===== src/rtl/fp_add_arbiter.sv =====
// fp_add_arbiter: shares one fpAdd core among NUM_REQ requesters.
// Only one operation is in flight at a time. A grant latches the winner's
// operands and then enables the core for LATENCY edges. After that, the
// core output is captured and a done pulse is sent to the winner.
// Optional build macro: FP_ARB_FIXED_PRIO_EN selects lowest-index-wins
// fixed priority. When it is not defined, arbitration is round-robin.
module fp_add_arbiter #(
  parameter int NUM_REQ = 4,
  parameter int LATENCY = 7
) (
  input  logic                  clock,
  input  logic                  reset_n,
  input  logic [NUM_REQ-1:0]    req,
  input  logic [NUM_REQ-1:0]    req_add_sub,
  input  logic [32*NUM_REQ-1:0] req_dataa,
  input  logic [32*NUM_REQ-1:0] req_datab,
  output logic [NUM_REQ-1:0]    ack,
  output logic [NUM_REQ-1:0]    done,
  output logic [31:0]           result,
  output logic                  busy,
  output logic                  core_clk_en,
  output logic                  core_add_sub,
  output logic [31:0]           core_dataa,
  output logic [31:0]           core_datab,
  input  logic [31:0]           core_result
);

  localparam int IDX_W = $clog2(NUM_REQ);
  localparam int CNT_W = (LATENCY > 1) ? $clog2(LATENCY) : 1;
  localparam logic [CNT_W-1:0]   CNT_LAST = CNT_W'(LATENCY - 1);
  localparam logic [NUM_REQ-1:0] ONE_HOT0 = {{(NUM_REQ-1){1'b0}}, 1'b1};

  typedef enum logic [1:0] {
    ST_IDLE = 2'd0,
    ST_RUN  = 2'd1,
    ST_RESP = 2'd2
  } state_t;

  state_t             state_r, state_nxt_s;
  logic [CNT_W-1:0]   cnt_r;
  logic [IDX_W-1:0]   gnt_r;
  logic [IDX_W-1:0]   win_s;
  logic [31:0]        opa_s, opb_s;
  logic               op_s;
  logic [NUM_REQ-1:0] ack_r, done_r;
  logic [31:0]        result_r, core_dataa_r, core_datab_r;
  logic               core_clk_en_r, core_add_sub_r;

`ifdef FP_ARB_FIXED_PRIO_EN
  // Lowest set index wins. The loop runs downward, so the last hit is the lowest index.
  function automatic logic [IDX_W-1:0] pick_winner(input logic [NUM_REQ-1:0] r);
    logic [IDX_W-1:0] w;
    logic [IDX_W-1:0] i_w;
    w = '0;
    for (int i = NUM_REQ - 1; i >= 0; i--) begin
      i_w = IDX_W'(i);
      if (r[i_w]) w = i_w;
    end
    return w;
  endfunction
`else
  logic [IDX_W-1:0] ptr_r;

  // Round-robin search starts at p+1 and wraps. The loop runs downward, so
  // the last hit is the nearest index after p.
  function automatic logic [IDX_W-1:0] pick_winner(input logic [NUM_REQ-1:0] r,
                                                   input logic [IDX_W-1:0]   p);
    logic [IDX_W-1:0] w;
    logic [IDX_W-1:0] idx_w;
    w = p;
    for (int k = NUM_REQ; k >= 1; k--) begin
      idx_w = IDX_W'((int'(p) + k) % NUM_REQ);
      if (r[idx_w]) w = idx_w;
    end
    return w;
  endfunction
`endif

  // Winner selection and operand mux for the requester that wins this cycle.
  always_comb begin
`ifdef FP_ARB_FIXED_PRIO_EN
    win_s = pick_winner(req);
`else
    win_s = pick_winner(req, ptr_r);
`endif
    opa_s = 32'h0000_0000;
    opb_s = 32'h0000_0000;
    op_s  = 1'b0;
    for (int i = 0; i < NUM_REQ; i++) begin
      opa_s = (win_s == IDX_W'(i)) ? req_dataa[32*i +: 32] : opa_s;
      opb_s = (win_s == IDX_W'(i)) ? req_datab[32*i +: 32] : opb_s;
      op_s  = (win_s == IDX_W'(i)) ? req_add_sub[i]        : op_s;
    end
  end

  // FSM state register.
  always_ff @(posedge clock or negedge reset_n) begin
    if (!reset_n) state_r <= ST_IDLE;
    else          state_r <= state_nxt_s;
  end

  // FSM next-state logic.
  always_comb begin
    state_nxt_s = state_r;
    case (state_r)
      ST_IDLE: begin
        if (|req) state_nxt_s = ST_RUN;
        else      state_nxt_s = ST_IDLE;
      end
      ST_RUN: begin
        if (cnt_r == CNT_LAST) state_nxt_s = ST_RESP;
        else                   state_nxt_s = ST_RUN;
      end
      ST_RESP: state_nxt_s = ST_IDLE;
      default: state_nxt_s = ST_IDLE;
    endcase
  end

  // Datapath updates: grant latching, the cycle counter, and result capture.
  always_ff @(posedge clock or negedge reset_n) begin
    if (!reset_n) begin
      cnt_r          <= '0;
      gnt_r          <= '0;
      ack_r          <= '0;
      done_r         <= '0;
      result_r       <= 32'h0000_0000;
      core_clk_en_r  <= 1'b0;
      core_add_sub_r <= 1'b0;
      core_dataa_r   <= 32'h0000_0000;
      core_datab_r   <= 32'h0000_0000;
`ifndef FP_ARB_FIXED_PRIO_EN
      ptr_r          <= IDX_W'(NUM_REQ - 1);
`endif
    end else begin
      ack_r  <= '0;
      done_r <= '0;
      case (state_r)
        ST_IDLE: begin
          if (|req) begin
            gnt_r          <= win_s;
            ack_r          <= ONE_HOT0 << win_s;
            core_dataa_r   <= opa_s;
            core_datab_r   <= opb_s;
            core_add_sub_r <= op_s;
            core_clk_en_r  <= 1'b1;
            cnt_r          <= '0;
`ifndef FP_ARB_FIXED_PRIO_EN
            ptr_r          <= win_s;
`endif
          end
        end
        ST_RUN: begin
          if (cnt_r == CNT_LAST) begin
            cnt_r         <= '0;
            core_clk_en_r <= 1'b0;
          end else begin
            cnt_r <= cnt_r + CNT_W'(1);
          end
        end
        ST_RESP: begin
          result_r <= core_result;
          done_r   <= ONE_HOT0 << gnt_r;
        end
        default: begin
          core_clk_en_r <= 1'b0;
        end
      endcase
    end
  end

  assign ack          = ack_r;
  assign done         = done_r;
  assign result       = result_r;
  assign busy         = (state_r != ST_IDLE);
  assign core_clk_en  = core_clk_en_r;
  assign core_add_sub = core_add_sub_r;
  assign core_dataa   = core_dataa_r;
  assign core_datab   = core_datab_r;

endmodule


===== config.mk =====
export PLATFORM = sky130hd
export DESIGN_NAME = fp_add_arbiter
export DESIGN_NICKNAME = d
export VERILOG_FILES = /design/src/rtl/fp_add_arbiter.sv
export SDC_FILE = /design/constraint.sdc
export NUM_CORES = 1
export LEC_CHECK = 0
export BUFFER_PORTS_ARGS = -buffer_cell sky130_fd_sc_hd__clkbuf_2
export CELL_PAD_IN_SITES_DETAIL_PLACEMENT = 1
export CELL_PAD_IN_SITES_GLOBAL_PLACEMENT = 2
export CORE_ASPECT_RATIO = 0.9
export CORE_MARGIN = 1
export CORE_UTILIZATION = 24
export CTS_BUF_LIST = sky130_fd_sc_hd__clkbuf_4
export DETAILED_ROUTE_END_ITERATION = 12
export MAX_ROUTING_LAYER = met4
export PLACE_DENSITY_LB_ADDON = 0.1
export SETUP_SLACK_MARGIN = 0.4
export SLEW_MARGIN = 15
export SYNTH_ARGS = -nofsm -noshare
export SYNTH_HDL_FRONTEND = slang
export SYNTH_SLANG_ARGS = --single-unit

===== constraint.sdc =====
create_clock -name clock -period 2.46 [get_ports clock]
set_input_delay 0 -clock clock [delete_from_list [all_inputs] [get_ports clock]]
set_output_delay 0 -clock clock [all_outputs]
set_load 0.05 [all_outputs]

==> impl_summary.txt, run 1 <==
----------------------------------------------------
[Synth]
  Post-synthesis sequential element count ... 115
  Post-Syn Area per Cell ... 10.3 um^2
  Sequential share of the synthesized area ... 47.2%
  Fraction of synthesis flops using an asynchronous set or reset pin ... 100%
  Post-synthesis instance area ... 6110 um^2
  Post-Syn Nets ... 893
  Yosys cell types ... 40
  Cell count after synthesis ... 595
  Predominant post-synthesis flop cell ... sky130_fd_sc_hd__dfrtp_1
  Number of enable flip-flop cells after synthesis ... 0
  Synth warnings ... 0

[CTS]
  Number of buffers inserted by hold repair at cts ... 269
  Buffers inserted by post-CTS timing repair ... 2
  Max clock buf depth ... 2
  Clock tree sinks ... 115
  Root Buffer Master ... sky130_fd_sc_hd__clkbuf_4
  CTS Buf Count ... 17
  CTS resizes ... 1
  Count of H-tree levels built during CTS ... 4

[Floorplan]
  # rows ... 54
  Die X-Extent ... 170 um
  Die Ht ... 153 um
  Count of boundary I/O pins ... 405
  Initial standard-cell utilization of the core ... 24.8%

[Status]
  Status ... stopped before the end
  Log Error ... [ERROR RSZ-0060] Max buffer count reached.
  Failing step ... clock tree synthesis

[Place]
  Input/output buffers ... 404
  Global placer's final weighted congestion ... 0.767
  Placement-stage cell area ... 8610 um^2
  Placed wire-length estimate after detailed placement ... 19100 um

----------------------------------------------------
==> metrics by stage <==
stage                     utilization (%)  setup WS (ps)  instances  hold slack [ps]
after floorplan                         -            582        595             -296
after detailed placement             35.0            268       1308           -0.281
after global placement               35.0            328       1308            0.256
==> synthesized netlist by cell type, types with 2 or more instances <==
cell,n,area [um^2]
sky130_fd_sc_hd__dfrtp_1,113,2830
sky130_fd_sc_hd__or2_2,2,12.5
sky130_fd_sc_hd__and3_1,11,68.8
sky130_fd_sc_hd__a21oi_1,60,300
sky130_fd_sc_hd__nand2b_1,8,50.1
sky130_fd_sc_hd__nor2_1,63,236
sky130_fd_sc_hd__inv_1,3,11.3
sky130_fd_sc_hd__mux2_4,29,435
sky130_fd_sc_hd__o21ai_1,7,35.0
sky130_fd_sc_hd__a22o_1,3,26.3
sky130_fd_sc_hd__mux2_2,58,653
sky130_fd_sc_hd__o21a_1,2,15.0
sky130_fd_sc_hd__o221ai_1,10,87.6
sky130_fd_sc_hd__dfstp_2,2,52.6
sky130_fd_sc_hd__nor2b_1,2,12.5
sky130_fd_sc_hd__clkbuf_1,12,45.0
sky130_fd_sc_hd__or3_1,2,12.5
sky130_fd_sc_hd__nor3_1,4,20.0
sky130_fd_sc_hd__nand2_1,90,338
sky130_fd_sc_hd__and3b_1,2,17.5
sky130_fd_sc_hd__buf_6,5,56.3
sky130_fd_sc_hd__buf_2,29,145
sky130_fd_sc_hd__a221oi_1,55,482
sky130_fd_sc_hd__o21ai_0,7,35.0
==> cell families after synthesis <==
kind of cell / Yosys count / synth area share [%]
and+or+nand+nor: 188 / 13.1
AOI/OAI and AO/OA: 155 / 17.7
buffers and inverters: 50 / 4.28
muxes: 87 / 17.8
DFF: 115 / 47.2
==> run 2, diff against run 1 <==
==> config.mk (replaced) <==
export PLATFORM = sky130hd
export DESIGN_NAME = fp_add_arbiter
export DESIGN_NICKNAME = d
export VERILOG_FILES = /design/src/rtl/fp_add_arbiter.sv
export SDC_FILE = /design/constraint.sdc
export NUM_CORES = 1
export LEC_CHECK = 0
export BUFFER_PORTS_ARGS = -buffer_cell sky130_fd_sc_hd__clkbuf_2
export CORE_MARGIN = 1
export CORE_UTILIZATION = 25
export DETAILED_ROUTE_END_ITERATION = 12
export PLACE_DENSITY_LB_ADDON = 0.15
export SLEW_MARGIN = 15
export SYNTH_ARGS = -nofsm -noshare
export SYNTH_HDL_FRONTEND = slang
export SYNTH_SLANG_ARGS = --single-unit
==> run 2 against run 1 <==
Net effect:
- the flow now finishes without violations
- synthesized cell count unchanged
- area after synthesis unchanged
==> impl_summary.txt, run 2 <==
----------------------------------------------------
[Status]
  Status ... complete, no violations

[Floorplan]
  Total core area ... 23700 um^2
  # rows ... 56 (+3.7%)
  Count of boundary I/O pins ... 405 (unchanged)
  Initial standard-cell utilization of the core ... 25.8% (+0.95 points)
  Overall die area ... 25100 um^2
  Die X-Extent ... 158 um (-7.0%)
  Die Ht ... 158 um (+3.2%)

[Critical path]
  Worst EP arrival ... 2550 ps
  Reg-to-reg setup timing slack ... 190 ps
  Critical-path maximum fanout ... 11
  Reg-to-reg critical path startpoint ... ptr_r[1]
  Reg-to-reg critical path endpoint ... core_dataa[22]
  Top delay family on crit path ... compound AO/OA/AOI/OAI gates
  Buf/Inv on CP ... 1
  Largest stage delay, worst path ... 610 ps
  Master of the slowest instance on the critical path ... sky130_fd_sc_hd__dfstp_2
  Crit-path cells ... and2b_1 -> buf_4 -> o32a_1 -> o21a_1 -> o221ai_1 -> o21ai_0
  Worst setup path class ... reg2reg
  Endpoint class of the critical path ... register
  Nature of the critical path startpoint ... register
  Worst reg2reg path depth ... 6
  Data required, critical path ... 2740 ps

[Hold path]
  Kind of path behind the tightest hold check ... in2reg
  Startpoint of the tightest hold check path ... req_datab[2]
  WHS Path Cells ... 4
  Worst Hold Endpoint ... core_datab[2]

[CTS]
  Max clock buf depth ... 2 (unchanged)
  CTS Buf Count ... 17 (unchanged)
  Clock tree sinks ... 115 (unchanged)
  Buffers inserted by post-CTS timing repair ... 0 (-2)
  Clock tree from TritonCTS ... yes
  Root Buffer Master ... sky130_fd_sc_hd__clkbuf_16
  Worst skew pair latency ... 410 ps
  Clock edge transition at the registers on the reported setup and hold paths ... 60 ps
  Count of H-tree levels built during CTS ... 4 (unchanged)

[Global route]
  Total Routing Usage GR ... 20.2%
  Global-route wire length before repair ... 38900 um
  Via count of the first global-routing pass ... 7695
  Remaining global-route overflow ... 0
  Pin count of the biggest net entering global routing ... 56
  Initial antenna violation count ... 0

[STA]
  Highest achievable clock rate ... 440 MHz
  Relative slew margins ... 55.4%
  RSZ-0062 raised after global routing ... false
  Setup tns final ... 0 ps
  Final worst-path cycle share ... 92.4%
  Final-report max-slew violation count ... 0
  Shortest clock period the worst path allows after layout ... 2270 ps
  Final hold viol count ... 0
  Worst setup skew after layout ... 15.2 ps
  Number of setup violations in the final report ... 0
  Slew at the pin with the worst max-slew slack ... 666 ps
  Worst-case setup margin in the final layout ... 186 ps

[Place]
  Global placer's final weighted congestion ... 0.757 (-1.4%)
  Placed wire-length estimate after detailed placement ... 16800 um (-12%)
  Input/output buffers ... 404 (unchanged)
  Dpl ws ... -41.4 ps (-310 ps)

[Synth]
  Predominant post-synthesis flop cell ... sky130_fd_sc_hd__dfrtp_1
  Number of enable flip-flop cells after synthesis ... 0 (unchanged)
  Yosys cell types ... 40 (unchanged)
  Post-Syn Area per Cell ... 10.3 um^2 (unchanged)
  Yosys top cell area share ... 46.3% (unchanged)
  Top area cells in the synthesized netlist ... sky130_fd_sc_hd__dfrtp_1, sky130_fd_sc_hd__mux2_2, sky130_fd_sc_hd__a221oi_1
  Ranking of synthesized cells by instance count ... sky130_fd_sc_hd__dfrtp_1, sky130_fd_sc_hd__nand2_1, sky130_fd_sc_hd__nor2_1
  Most frequent cell after synthesis ... sky130_fd_sc_hd__dfrtp_1
  Sequential share of the synthesized area ... 47.2% (unchanged)
  Post-synthesis sequential element count ... 115 (unchanged)
  Biggest area consumer among synthesized cells ... sky130_fd_sc_hd__dfrtp_1
  Fraction of synthesis flops using an asynchronous set or reset pin ... 100% (unchanged)
  Synth warnings ... 0 (unchanged)
  Post-Syn Nets ... 893 (unchanged)
  Post-synthesis instance area ... 6110 um^2 (unchanged)
  Cell count after synthesis ... 595 (unchanged)

[Route]
  1st-iter DRT viols ... 214
  Average wire length per cell after detail routing ... 16.3 um
  Wirelength, routed ... 25700 um
  Count of antenna-violating nets left after detailed routing ... 0
  Via density per instance ... 4.60
  Detailed-route DRC error count ... 0
  Vias after detailed routing ... 7239
  Detailed-router iteration count before antenna repair ... 4

[Power]
  Total power ... 0.0144 W
  Sw Pwr ... 0.00720 W
  Switching Share ... 49.9%
  Share of total power in combinational logic ... 58.0%
  Part of the total power dissipated in sequential elements ... 23.3%
  Part of the total power dissipated in the clock network ... 18.7%
  Peak ir drop on the vdd network ... 755 uV
  Internal Pwr Total ... 0.00724 W
  Total power per unit cell area ... 1230 nW/um^2
  Static Leak ... 5.72 nW

[Layout]
  Count of antenna diodes in the layout ... 0
  Number of nets in the layout ... 1541
  Commonest non-fill, non-tap cells in the layout ... sky130_fd_sc_hd__clkbuf_2, sky130_fd_sc_hd__dlygate4sd3_1, sky130_fd_sc_hd__dfrtp_1, sky130_fd_sc_hd__nand2_1, sky130_fd_sc_hd__nor2_1
  Core utilization of the finished layout ... 49.5%
  Count of fill cells added during filler insertion ... 2232
  Area overhead of the layout relative to synthesis ... 91.9%
  Most common cell after layout, fill and taps aside ... sky130_fd_sc_hd__clkbuf_2
  Layout cells sized above 1 ... 44.1%

[Flow run]
  MaxCap Viol Count ... 0

----------------------------------------------------
-- run 2: cell counts after synthesis --
No cell type changed its count.
-- run 2: through the flow --
step | std cells | hold WS (ps) | cell area [um^2]
2_1_floorplan | 595 | -296 | 6110
3_3_place_gp | 1292 | -134 | 8560
3_5_place_dp | 1292 | -136 | 8560
4_1_cts | 1575 | 0.412 | 11700
5_1_grt | 1575 | 8.49 | 11700
6_report | 1575 | 6.55 | 11700
-- run 2: how the worst max path moves through the flow --
stage                           endpoint  slack, ps  startpoint  depth (start not counted)
final                     core_dataa[22]        190    ptr_r[1]                          6
after floorplan           core_datab[26]        580  state_r[0]                          6
after CTS                 core_dataa[22]        150    ptr_r[1]                          6
after global routing      core_dataa[22]         20    ptr_r[1]                          6
after detailed placement  core_datab[29]        -40    ptr_r[1]                          6
after global placement     core_datab[4]         30    ptr_r[1]                          6
-- run 2: cells by family (layout without fill, tap and decap cells) --
| logic type | count (synthesis) | after routing | synth area share [%] |
|---|---|---|---|
| compound gates | 155 | 155 | 17.7 |
| buf+inv | 50 | 711 | 4.28 |
| flops | 115 | 115 | 47.2 |
| mux | 87 | 87 | 17.8 |
| simple gates | 188 | 188 | 13.1 |
-- run 2: layer usage --
layer / track usage, % / share of wire, % / up-vias
li1: - / - / 3473
met1: 21.8 / 39 / 3362
met2: 36.4 / 51 / 341
met3: 5.50 / 7.3 / 63
met4: 9.25 / 3.3 / 0
met5: 0 / 0 / -
-- run 2: layout make-up --
class | instances | area (um^2) | share of cell area [%]
Clock inverter | 13 | 198 | 1.69
Clock buffer | 19 | 443 | 3.78
Multi-Input combinational cell | 430 | 3010 | 25.7
Tap cell | 319 | 399 | 3.41
Inverter | 3 | 11.3 | 0.0961
Timing Repair Buffer | 676 | 4770 | 40.7
Sequential cell | 115 | 2880 | 24.6
-- run 2: worst min-delay path, delay by kind of cell --
family                 cells  cell delay (ps)
AOI/OAI and AO/OA          1              120
buffers and inverters      1               70
muxes                      1              130
and+or+nand+nor            1               50
-- run 2: power groups by stage --
stage                     clock [W]  sequential (W)  combinational (W)
after floorplan                   0         0.00624            0.00302
after global placement            0         0.00336            0.00806
after detailed placement          0         0.00338            0.00809
after CTS                   0.00278         0.00336            0.00842
after global routing        0.00288         0.00351            0.00896
final                       0.00270         0.00337            0.00837
-- run 2: timing repair --
item	4_1_cts	5_1_grt
setup endpoints to repair	48	0
hold buffers	251	0
gates resized for setup	1	0
hold endpoints to repair	210	0
Power figures use the tool's default switching activity.
